$ cat src/rtl/smg_scan_param_if.sv
// Bus bundle for the multiplexed 7-segment scan driver.
// The master side is the data producer and the board pins.
// The slave side is the scan driver, smg_scan_param.
//
// Handshake: load is a single-cycle strobe with no back-pressure. In the cycle
// where load=1, digit_data, dp_mask, blank_mask and brightness must be valid.
// Each load is accepted unconditionally.
interface smg_scan_param_if #(
  parameter int NUM_DIGITS = 5,
  parameter int DIM_BITS   = 3
);
  logic [4*NUM_DIGITS-1:0] digit_data;
  logic [NUM_DIGITS-1:0]   dp_mask;
  logic [NUM_DIGITS-1:0]   blank_mask;
  logic [DIM_BITS-1:0]     brightness;
  logic                    load;
  logic [7:0]              seg_out;
  logic [NUM_DIGITS-1:0]   com_out;
  logic                    frame_done;

  modport master (
    output digit_data, dp_mask, blank_mask, brightness, load,
    input  seg_out, com_out, frame_done
  );

  modport slave (
    input  digit_data, dp_mask, blank_mask, brightness, load,
    output seg_out, com_out, frame_done
  );
endinterface

$ cat src/rtl/smg_scan_param.sv
// Multiplexed 7-segment scan driver.
// Digit 0 is the rightmost digit.
// Features: per-digit decimal point and blanking, PWM brightness, and
// frame-synchronous (tear-free) loading of display data.
// Optional feature macro: LZ_SUPPRESS_EN enables leading-zero suppression.
module smg_scan_param #(
  parameter int NUM_DIGITS     = 5,
  parameter int DIV_PERIOD     = 24000,
  parameter int DIM_BITS       = 3,
  parameter int SEG_ACTIVE_LOW = 1,
  parameter int COM_ACTIVE_LOW = 1
) (
  input  logic              clk_in,
  input  logic              rst_in,
  smg_scan_param_if.slave   bus
);
  localparam int CW = $clog2(DIV_PERIOD);
  localparam int IW = $clog2(NUM_DIGITS);
  localparam int PW = DIM_BITS + 33;
  localparam logic [7:0]            SEG_OFF = (SEG_ACTIVE_LOW != 0) ? 8'hFF : 8'h00;
  localparam logic [NUM_DIGITS-1:0] COM_OFF = (COM_ACTIVE_LOW != 0) ? '1 : '0;

  logic [CW-1:0]           cnt_q, cnt_d;
  logic [IW-1:0]           idx_q, idx_d;
  logic [4*NUM_DIGITS-1:0] pend_data_q, pend_data_d;
  logic [NUM_DIGITS-1:0]   pend_dp_q, pend_dp_d;
  logic [NUM_DIGITS-1:0]   pend_blank_q, pend_blank_d;
  logic [DIM_BITS-1:0]     pend_bright_q, pend_bright_d;
  logic                    pend_valid_q, pend_valid_d;
  logic [4*NUM_DIGITS-1:0] disp_data_q, disp_data_d;
  logic [NUM_DIGITS-1:0]   disp_dp_q, disp_dp_d;
  logic [NUM_DIGITS-1:0]   disp_blank_q, disp_blank_d;
  logic [DIM_BITS-1:0]     disp_bright_q, disp_bright_d;
  logic [7:0]              seg_q, seg_d;
  logic [NUM_DIGITS-1:0]   com_q, com_d;
  logic                    frame_done_q, frame_done_d;

  logic                    tick;
  logic                    wrap;
  logic [NUM_DIGITS-1:0]   eff_blank;
  logic [NUM_DIGITS-1:0]   sel;
  logic [3:0]              cur_nib;
  logic                    cur_dp;
  logic                    cur_blank;
  logic [PW-1:0]           prod;
  logic [PW-1:0]           on_time;
  logic                    lit;
  logic [7:0]              seg_al;

  // Active-low segment code {DP,G,F,E,D,C,B,A}. The DP bit is always off here.
  function automatic logic [7:0] hex_to_seg(input logic [3:0] n);
    case (n)
      4'h0: hex_to_seg = 8'hC0;
      4'h1: hex_to_seg = 8'hF9;
      4'h2: hex_to_seg = 8'hA4;
      4'h3: hex_to_seg = 8'hB0;
      4'h4: hex_to_seg = 8'h99;
      4'h5: hex_to_seg = 8'h92;
      4'h6: hex_to_seg = 8'h82;
      4'h7: hex_to_seg = 8'hF8;
      4'h8: hex_to_seg = 8'h80;
      4'h9: hex_to_seg = 8'h90;
      4'hA: hex_to_seg = 8'h88;
      4'hB: hex_to_seg = 8'h83;
      4'hC: hex_to_seg = 8'hC6;
      4'hD: hex_to_seg = 8'hA1;
      4'hE: hex_to_seg = 8'h86;
      default: hex_to_seg = 8'h8E;
    endcase
  endfunction

  // Divider, scan index, frame pulse, and pending/display register loading.
  always_comb begin
    tick          = (cnt_q == CW'(DIV_PERIOD - 1));
    wrap          = tick && (idx_q == IW'(NUM_DIGITS - 1));
    cnt_d         = tick ? '0 : cnt_q + 1'b1;
    idx_d         = idx_q;
    if (tick) idx_d = wrap ? '0 : idx_q + 1'b1;
    frame_done_d  = wrap;
    pend_data_d   = pend_data_q;
    pend_dp_d     = pend_dp_q;
    pend_blank_d  = pend_blank_q;
    pend_bright_d = pend_bright_q;
    pend_valid_d  = pend_valid_q;
    disp_data_d   = disp_data_q;
    disp_dp_d     = disp_dp_q;
    disp_blank_d  = disp_blank_q;
    disp_bright_d = disp_bright_q;
    if (wrap) begin
      // A load that coincides with the wrap bypasses the pending stage.
      if (bus.load) begin
        disp_data_d   = bus.digit_data;
        disp_dp_d     = bus.dp_mask;
        disp_blank_d  = bus.blank_mask;
        disp_bright_d = bus.brightness;
      end else if (pend_valid_q) begin
        disp_data_d   = pend_data_q;
        disp_dp_d     = pend_dp_q;
        disp_blank_d  = pend_blank_q;
        disp_bright_d = pend_bright_q;
      end
      pend_valid_d = 1'b0;
    end else if (bus.load) begin
      pend_data_d   = bus.digit_data;
      pend_dp_d     = bus.dp_mask;
      pend_blank_d  = bus.blank_mask;
      pend_bright_d = bus.brightness;
      pend_valid_d  = 1'b1;
    end
  end

`ifdef LZ_SUPPRESS_EN
  logic lz_run;
  // Leading-zero suppression: blank zero digits from the top down until the first non-zero or DP digit.
  always_comb begin
    eff_blank = disp_blank_q;
    lz_run    = 1'b1;
    for (int i = NUM_DIGITS - 1; i >= 1; i--) begin
      if (lz_run && (disp_data_q[4*i +: 4] == 4'h0) && !disp_dp_q[i]) begin
        eff_blank[i] = 1'b1;
      end else if ((disp_data_q[4*i +: 4] != 4'h0) || disp_dp_q[i]) begin
        lz_run = 1'b0;
      end
    end
  end
`else
  // Without suppression, only the explicit blank mask darkens a digit.
  always_comb begin
    eff_blank = disp_blank_q;
  end
`endif

  // Decode the current digit and apply PWM, blanking and ghost guard to the next output values.
  always_comb begin
    sel       = '0;
    cur_nib   = 4'h0;
    cur_dp    = 1'b0;
    cur_blank = 1'b1;
    for (int i = 0; i < NUM_DIGITS; i++) begin
      if (idx_q == IW'(i)) begin
        sel[i]    = 1'b1;
        cur_nib   = disp_data_q[4*i +: 4];
        cur_dp    = disp_dp_q[i];
        cur_blank = eff_blank[i];
      end
    end
    prod    = (PW'(disp_bright_q) + PW'(1)) * PW'(DIV_PERIOD);
    on_time = prod >> DIM_BITS;
    // The last cycle of a slot stays dark so the output is dark when idx steps.
    lit     = !cur_blank && !tick && (PW'(cnt_q) < on_time);
    seg_al  = cur_blank ? 8'hFF : (hex_to_seg(cur_nib) & {~cur_dp, 7'h7F});
    seg_d   = (SEG_ACTIVE_LOW != 0) ? seg_al : ~seg_al;
    com_d   = COM_OFF;
    if (lit) com_d = (COM_ACTIVE_LOW != 0) ? ~sel : sel;
  end

  // State and output registers with synchronous reset.
  always_ff @(posedge clk_in) begin
    if (rst_in) begin
      cnt_q         <= '0;
      idx_q         <= '0;
      pend_data_q   <= '0;
      pend_dp_q     <= '0;
      pend_blank_q  <= '0;
      pend_bright_q <= '0;
      pend_valid_q  <= 1'b0;
      disp_data_q   <= '0;
      disp_dp_q     <= '0;
      disp_blank_q  <= '1;
      disp_bright_q <= '0;
      seg_q         <= SEG_OFF;
      com_q         <= COM_OFF;
      frame_done_q  <= 1'b0;
    end else begin
      cnt_q         <= cnt_d;
      idx_q         <= idx_d;
      pend_data_q   <= pend_data_d;
      pend_dp_q     <= pend_dp_d;
      pend_blank_q  <= pend_blank_d;
      pend_bright_q <= pend_bright_d;
      pend_valid_q  <= pend_valid_d;
      disp_data_q   <= disp_data_d;
      disp_dp_q     <= disp_dp_d;
      disp_blank_q  <= disp_blank_d;
      disp_bright_q <= disp_bright_d;
      seg_q         <= seg_d;
      com_q         <= com_d;
      frame_done_q  <= frame_done_d;
    end
  end

  assign bus.seg_out    = seg_q;
  assign bus.com_out    = com_q;
  assign bus.frame_done = frame_done_q;
endmodule

$ cat src/flat_wrapper.sv
// flat-port wrapper written by rule: the top's interface ports become plain ports
module smg_scan_param_flat 
#(
  parameter int NUM_DIGITS     = 5,
  parameter int DIV_PERIOD     = 24000,
  parameter int DIM_BITS       = 3,
  parameter int SEG_ACTIVE_LOW = 1,
  parameter int COM_ACTIVE_LOW = 1
)
  (clk_in, rst_in, bus_digit_data, bus_dp_mask, bus_blank_mask, bus_brightness, bus_load, bus_seg_out, bus_com_out, bus_frame_done);
  smg_scan_param_if #(.NUM_DIGITS(NUM_DIGITS), .DIM_BITS(DIM_BITS)) bus_i ();
  input  logic clk_in;
  input  logic rst_in;
  input wire logic [$bits(bus_i.digit_data)-1:0] bus_digit_data;
  input wire logic [$bits(bus_i.dp_mask)-1:0] bus_dp_mask;
  input wire logic [$bits(bus_i.blank_mask)-1:0] bus_blank_mask;
  input wire logic [$bits(bus_i.brightness)-1:0] bus_brightness;
  input wire logic [$bits(bus_i.load)-1:0] bus_load;
  output wire logic [$bits(bus_i.seg_out)-1:0] bus_seg_out;
  output wire logic [$bits(bus_i.com_out)-1:0] bus_com_out;
  output wire logic [$bits(bus_i.frame_done)-1:0] bus_frame_done;
  assign bus_i.digit_data = bus_digit_data;
  assign bus_i.dp_mask = bus_dp_mask;
  assign bus_i.blank_mask = bus_blank_mask;
  assign bus_i.brightness = bus_brightness;
  assign bus_i.load = bus_load;
  assign bus_seg_out = bus_i.seg_out;
  assign bus_com_out = bus_i.com_out;
  assign bus_frame_done = bus_i.frame_done;
  smg_scan_param #(.NUM_DIGITS(NUM_DIGITS), .DIV_PERIOD(DIV_PERIOD), .DIM_BITS(DIM_BITS), .SEG_ACTIVE_LOW(SEG_ACTIVE_LOW), .COM_ACTIVE_LOW(COM_ACTIVE_LOW)) u_core (.clk_in(clk_in), .rst_in(rst_in), .bus(bus_i));
endmodule
$ cat config.mk
export PLATFORM = sky130hd
export DESIGN_NAME = smg_scan_param_flat
export DESIGN_NICKNAME = d
export VERILOG_FILES = /design/src/rtl/smg_scan_param_if.sv /design/src/rtl/smg_scan_param.sv /design/src/flat_wrapper.sv
export SDC_FILE = /design/constraint.sdc
export NUM_CORES = 1
export LEC_CHECK = 0
export CORE_ASPECT_RATIO = 1.2
export CORE_MARGIN = 3
export CORE_UTILIZATION = 35
export DETAILED_ROUTE_END_ITERATION = 10
export PLACE_DENSITY = 0.6
export SYNTH_ARGS = -nofsm -noshare
export SYNTH_HDL_FRONTEND = slang
export SYNTH_SLANG_ARGS = --single-unit
export TNS_END_PERCENT = 30
$ cat constraint.sdc
create_clock -name clk_in -period 4.32 [get_ports clk_in]
set_input_delay 1.08 -clock clk_in [delete_from_list [all_inputs] [get_ports clk_in]]
set_output_delay 1.08 -clock clk_in [all_outputs]
set_load 0.02 [all_outputs]
# After elaboration in Yosys (flattened, before gate mapping)
# Memories as Yosys holds them, arrays and structs flattened.
# Cells that the tools add are included.
totals:
  register_bits: 99
  mem_bits_ro: 112
  in_bits: 36
  out_inout_bits: 14
  wordCells: 72
  n_memories: 1
op_classes:
  addsub: 3
  mul: 1
  magnitude_cmp: 1
  n_eq_ne: 5
  mux: 29
  bitwise_logic: 5
  reduce_logical: 13
mem_list:
  columns: ["memory", "depth", "width", "rd", "rd_ports_with_merged_regs", "write_ports", "line", "source"]
  rows:
  - ["(name not given)", 16, 7, 1, 0, 0, "smg_scan_param.sv:52", "case (n)"]
op_table:
  columns: ["cell", "count"]
  rows:
  - ["$mux W20", 2]
  - ["$mul A36 B9 Y30 const B", 1]
  - ["$lt A15 B33 Y1", 1]
  - ["$mux W4", 5]
  - ["$mux W5", 4]
  - ["$add A15 B1 Y15 const B", 1]
  - ["$eq A15 B15 Y1 const B", 1]
  - ["$mux W1", 15]
  - ["$mux W3", 3]
  - ["$and A8 B8 Y8", 1]
  - ["$reduce_or A2 Y1", 4]
  - ["$eq A3 B2 Y1 const B", 2]
  - ["$not A5 Y5", 1]
  - ["$add A3 B1 Y4 const B", 1]
  - ["$reduce_and A2 Y1", 2]
  - ["$add A3 B1 Y3 const B", 1]
  - ["$eq A3 B1 Y1 const B", 1]
  - ["$eq A3 B3 Y1 const B", 1]
  - ["$logic_and A1 B1 Y1", 3]
  - ["$logic_not A3 Y1", 1]
  - ["$not A1 Y1", 3]
  - ["$logic_not A1 Y1", 2]
  - ["$reduce_bool A2 Y1", 1]

# Depth between registers and ports, before layout
logic_depth:
  depth_word: 11
  ltp_mapped: 20
  mapped_depth_nobuf: 20

# Least setup slack after synthesis
# OpenSTA, ideal clock, no wires.
synth_timing:
  path_type: "register to register"
  startpoint: "register u_core.disp_bright_q[0]"
  endpoint: "register u_core.com_q[1], in the netlist u_core.bus.com_out[1]"
  setup_ps: 122
  arrival_ps: 4233
  t_required_ps: 4198
  setup_slack_ps: -35
  stages_incl_launch_ff: 20
  path_buffers: 0
  synth_period_minus_slack_ps: 4355
  cell_sequence: "dfxtp_1 inv_1 ha_1 inv_1 ha_1 or2_2 inv_1 fa_1 inv_1 ha_1 a211o_1 o211ai_1 a221oi_1 nor4_1 a311oi_1 ha_1 o21a_1 a221oi_1 a221o_1 nand2_1"
synth_between:
  elab_chain_len: 6
synth_lines:
  columns: ["element", "line", "source"]
  rows:
  - ["start: declaration", "smg_scan_param.sv:33", "logic [DIM_BITS-1:0] disp_bright_q, disp_bright_d;"]
  - ["start signal: assignment", "smg_scan_param.sv:185", "disp_bright_q <= disp_bright_d;"]
  - ["$add A3 B1 Y4", "smg_scan_param.sv:147", "prod = (PW'(disp_bright_q) + PW'(1)) * PW'(DIV_PERIOD);"]
  - ["$mul A36 B9 Y30", "smg_scan_param.sv:147", null]
  - ["$lt A15 B33 Y1", "smg_scan_param.sv:150", "lit = !cur_blank && !tick && (PW'(cnt_q) < on_time);"]
  - ["$logic_and A1 B1 Y1", "smg_scan_param.sv:150", null]
  - ["$not A1 Y1 (no line)", null, null]
  - ["$reduce_or A2 Y1 (no line)", null, null]
  - ["end signal: assignment", "smg_scan_param.sv:187", "com_q <= com_d;"]
  - ["end: declaration", "smg_scan_param.sv:35", "logic [NUM_DIGITS-1:0] com_q, com_d;"]
# No other way between the ends.
# A chain may end at the register's enable or synchronous reset.

# Worst setup path in the final report
layout_timing:
  startpoint: "register u_core.disp_bright_q[0]"
  endpoint: "register u_core.com_q[2], in the netlist u_core.bus.com_out[2]"
# The elaborated chain is that of the path after synthesis.

==> reports/metrics.cfg <==
[finish]
stdcell_count = 854
syn2layout_area_growth_pct = 19.50
nNetsFinal = 729
final_cell_mix = nand2_1, dfxtp_1, nor2_1
stdcell_area_mm2 = 0.006332
drive_above_1_share = 0.08576

[detailed_routing]
ant_nets = 0
viasPerCell = 5.111
wl_per_cell_um = 14.15
dr.pass1.iters = 5
drt_iter0_markers = 284
drc = 0
vias = 4365
routed_wl_um = 12080

[grt]
grt_max_degree = 72
grt_pass1_wl_um = 20320
antenna_found_initial = 0
grt_overflow = 0
grt_pass1_vias = 4180
grtUsageTotal = 0.1477

[pwr]
power_mw = 1.862
combPwrFrac = 0.065
internal_power_mw = 1.452
p_per_area_mw_per_mm2 = 294.0
swShare = 0.2201
p_leak_nw = 2.477
ir_drop_mv = 0.1674
seq_power_share = 0.505
p_sw_uw = 409.8
clkPwrFrac = 0.430

[place]
hpwl_um = 8932
placed_area_mm2 = 0.005968
place_inst = 838
port_buffers = 49
place_congestion = 0.8098

[yosys]
ys_seq_elements = 99
yosys.cell_types.count = 54
ys_async_sr_fraction = 0
synth-seq-area-share = 0.3740
syn_area_per_cell_um2 = 8.644
ys_warn_count = 0
syn-num-nets = 693
netlist_area_mm2 = 0.005299
ys.flop_type = dfxtp_1
synth_edf_count = 0
synth_cells = 613

[timing]
min_period_over_period = 0.9400
worst_pin_slew_ps = 1246
final.setup_skew_ps = 5.024
max-slew-margin-rel = 0.1635
drv_slew = 0
clock.fmax_ghz = 0.2463
setup_viol = 0
post-route-min-period_ps = 4061
finalHoldViolations = 0

[worst_setup_path]
cp_slowest_cell = fa_1
path_cells = inv_2 > ha_4 > inv_1 > ha_1 > or2_4 > fa_1 > ha_1 > a211o_1 > o221ai_1 > o21ai_1 > o211ai_1 > xnor2_1 > ha_1 > nand4_1 > nor2_2 > a221oi_2 > a221o_1 > nand2_1
end_kind = register
crit_arrival_ps = 4280
cp_max_fo = 6
start_kind = register
reg2reg_slack_ps = 260
crit_required_ps = 4540
path_delay_family = adder cells
cp_common_cell = ha_1
cp_num_buf_inv = 2
r2r_start = u_core.disp_bright_q[0]
slowest_delay_ps = 400
crit_type = register to register
startpoint = u_core.disp_bright_q[0]

[clock_network]
cts_root_buf = clkbuf_16
clockBufferDepth = 2
cts_setup_buffers = 0
hold_buffers = 0
tritoncts = done
path_clk_slew_ps = 70
cts_num_sinks = 99
cts_buffers = 9
htreeDepth = 3
insertion_delay_ps = 350

[run]
maxCapViolCount = 0

[floorplanning]
fp.dieH_um = 140.8
die_area_mm2 = 0.01666
die_x_um = 118.3
ios = 50
num_rows = 48
start_util = 0.3631
core_mm2 = 0.01459

[status]
status = finished, final reports clean

[min_path]
hp-class = register to register
min-delay-start = u_core.cnt_q[0]

==> path summary, 6_finish.rpt <==
path / endpoint / cells past startpoint
setup / recovery: u_core.bus.com_out[2] / 18
hold / removal: u_core.cnt_q[0] / 1
setup reg to reg: u_core.bus.com_out[2] / 18
hold reg to reg: u_core.cnt_q[0] / 1
==> state kept, by name, indices dropped and copies added, names as in the netlist <==
register	flops
u_core.disp_data_q	20
u_core.pend_data_q	20
u_core.cnt_q	15
u_core.bus.seg_out	8
u_core.bus.com_out	5
u_core.disp_blank_q	5
u_core.disp_dp_q	5
u_core.pend_blank_q	5
u_core.pend_dp_q	5
u_core.disp_bright_q	3
u_core.idx_q	3
u_core.pend_bright_q	3
u_core.bus.frame_done	1
u_core.pend_valid_q	1
==> stage by stage <==
step | worst slack (ps) | setup TNS (ps) | utilization | hold slack, ps
floorplan | 111.6 | 0 | - | 413.2
global placement | 180.8 | 0 | 0.4090 | 422.9
detailed placement | 5.503 | 0 | 0.4090 | 438.9
CTS | 36.33 | 0 | 0.4300 | 450.7
global route | -9.189 | -21.24 | 0.4337 | 470.2
finish | 259.2 | 0 | 0.4339 | 449.7
==> logic make-up after synthesis <==
family / after synthesis / synth area share
flip-flops: 99 / 0.3740
XOR/XNOR: 23 / 0.03802
AND/OR/NAND/NOR: 219 / 0.1924
buffers and inverters: 56 / 0.04392
AO/OA/AOI/OAI: 130 / 0.1613
adder cells (fa/ha/maj): 44 / 0.1096
multiplexers: 42 / 0.08076
==> per-layer routing <==
layer,routed length [um],part of all wire,global-route usage,vias to the layer above
met4,267,0.022,0.06543,0
met2,5685,0.47,0.2478,78
met1,5703,0.47,0.1861,2032
met3,424,0.035,0.02568,19
met5,0,0,0,-
li1,-,-,-,2236
==> synthesized netlist by cell type, types with 3 or more instances <==
| cell | instances | area (um^2) |
|---|---|---|
| dfxtp_1 | 99 | 1982 |
| nand2_1 | 96 | 360.4 |
| nor2_1 | 52 | 195.2 |
| a21oi_1 | 50 | 250.2 |
| ha_1 | 40 | 500.5 |
| mux2i_1 | 36 | 360.4 |
| a211oi_1 | 33 | 247.7 |
| clkbuf_1 | 22 | 82.58 |
| inv_1 | 21 | 78.83 |
| nand3_1 | 14 | 70.07 |
| xnor2_1 | 13 | 113.9 |
| xor2_1 | 10 | 87.58 |
| buf_2 | 9 | 45.04 |
| nor3_1 | 8 | 40.04 |
| o21ai_0 | 8 | 40.04 |
| o211ai_1 | 7 | 52.55 |
| and3_1 | 6 | 37.54 |
| mux2_2 | 6 | 67.56 |
| nand3b_1 | 6 | 45.04 |
| nor2b_1 | 6 | 37.54 |
| or3_1 | 5 | 31.28 |
| a211o_1 | 4 | 35.03 |
| fa_1 | 4 | 80.08 |
| nor4_1 | 4 | 25.02 |
| nor4b_1 | 4 | 35.03 |
| o221ai_1 | 4 | 35.03 |
| a311oi_1 | 3 | 26.28 |
| and2_1 | 3 | 18.77 |
| buf_4 | 3 | 22.52 |
| or2_2 | 3 | 18.77 |
==> power groups by stage <==
stage                     Clock, mW  Combinational [mW]  Sequential [mW]
final                         0.801               0.120            0.941
after global routing          0.868               0.133            0.943
after CTS                     0.826               0.122            0.942
after detailed placement          0               0.122            0.962
after global placement            0               0.119            0.961
after floorplan                   0              0.0695            0.960
==> final cells by class <==
type	instances	area, um^2
tap	200	250.2
sequential	99	1988
inverter	21	78.83
antenna	1	2.502
multi-input combinational	458	3156
fill	1405	8262
clock buffer	11	242.7
timing repair buffer	60	563.0
clock inverter	4	51.30
==> repair_timing <==
| action | 4_1_cts | 5_1_grt |
|---|---|---|
| setup endpoints to repair | 2 | 5 |
| pin swaps | 1 | 13 |
| gates resized for setup | 2 | 17 |
| gates cloned | 0 | 0 |
Power figures use the tool's default switching activity.
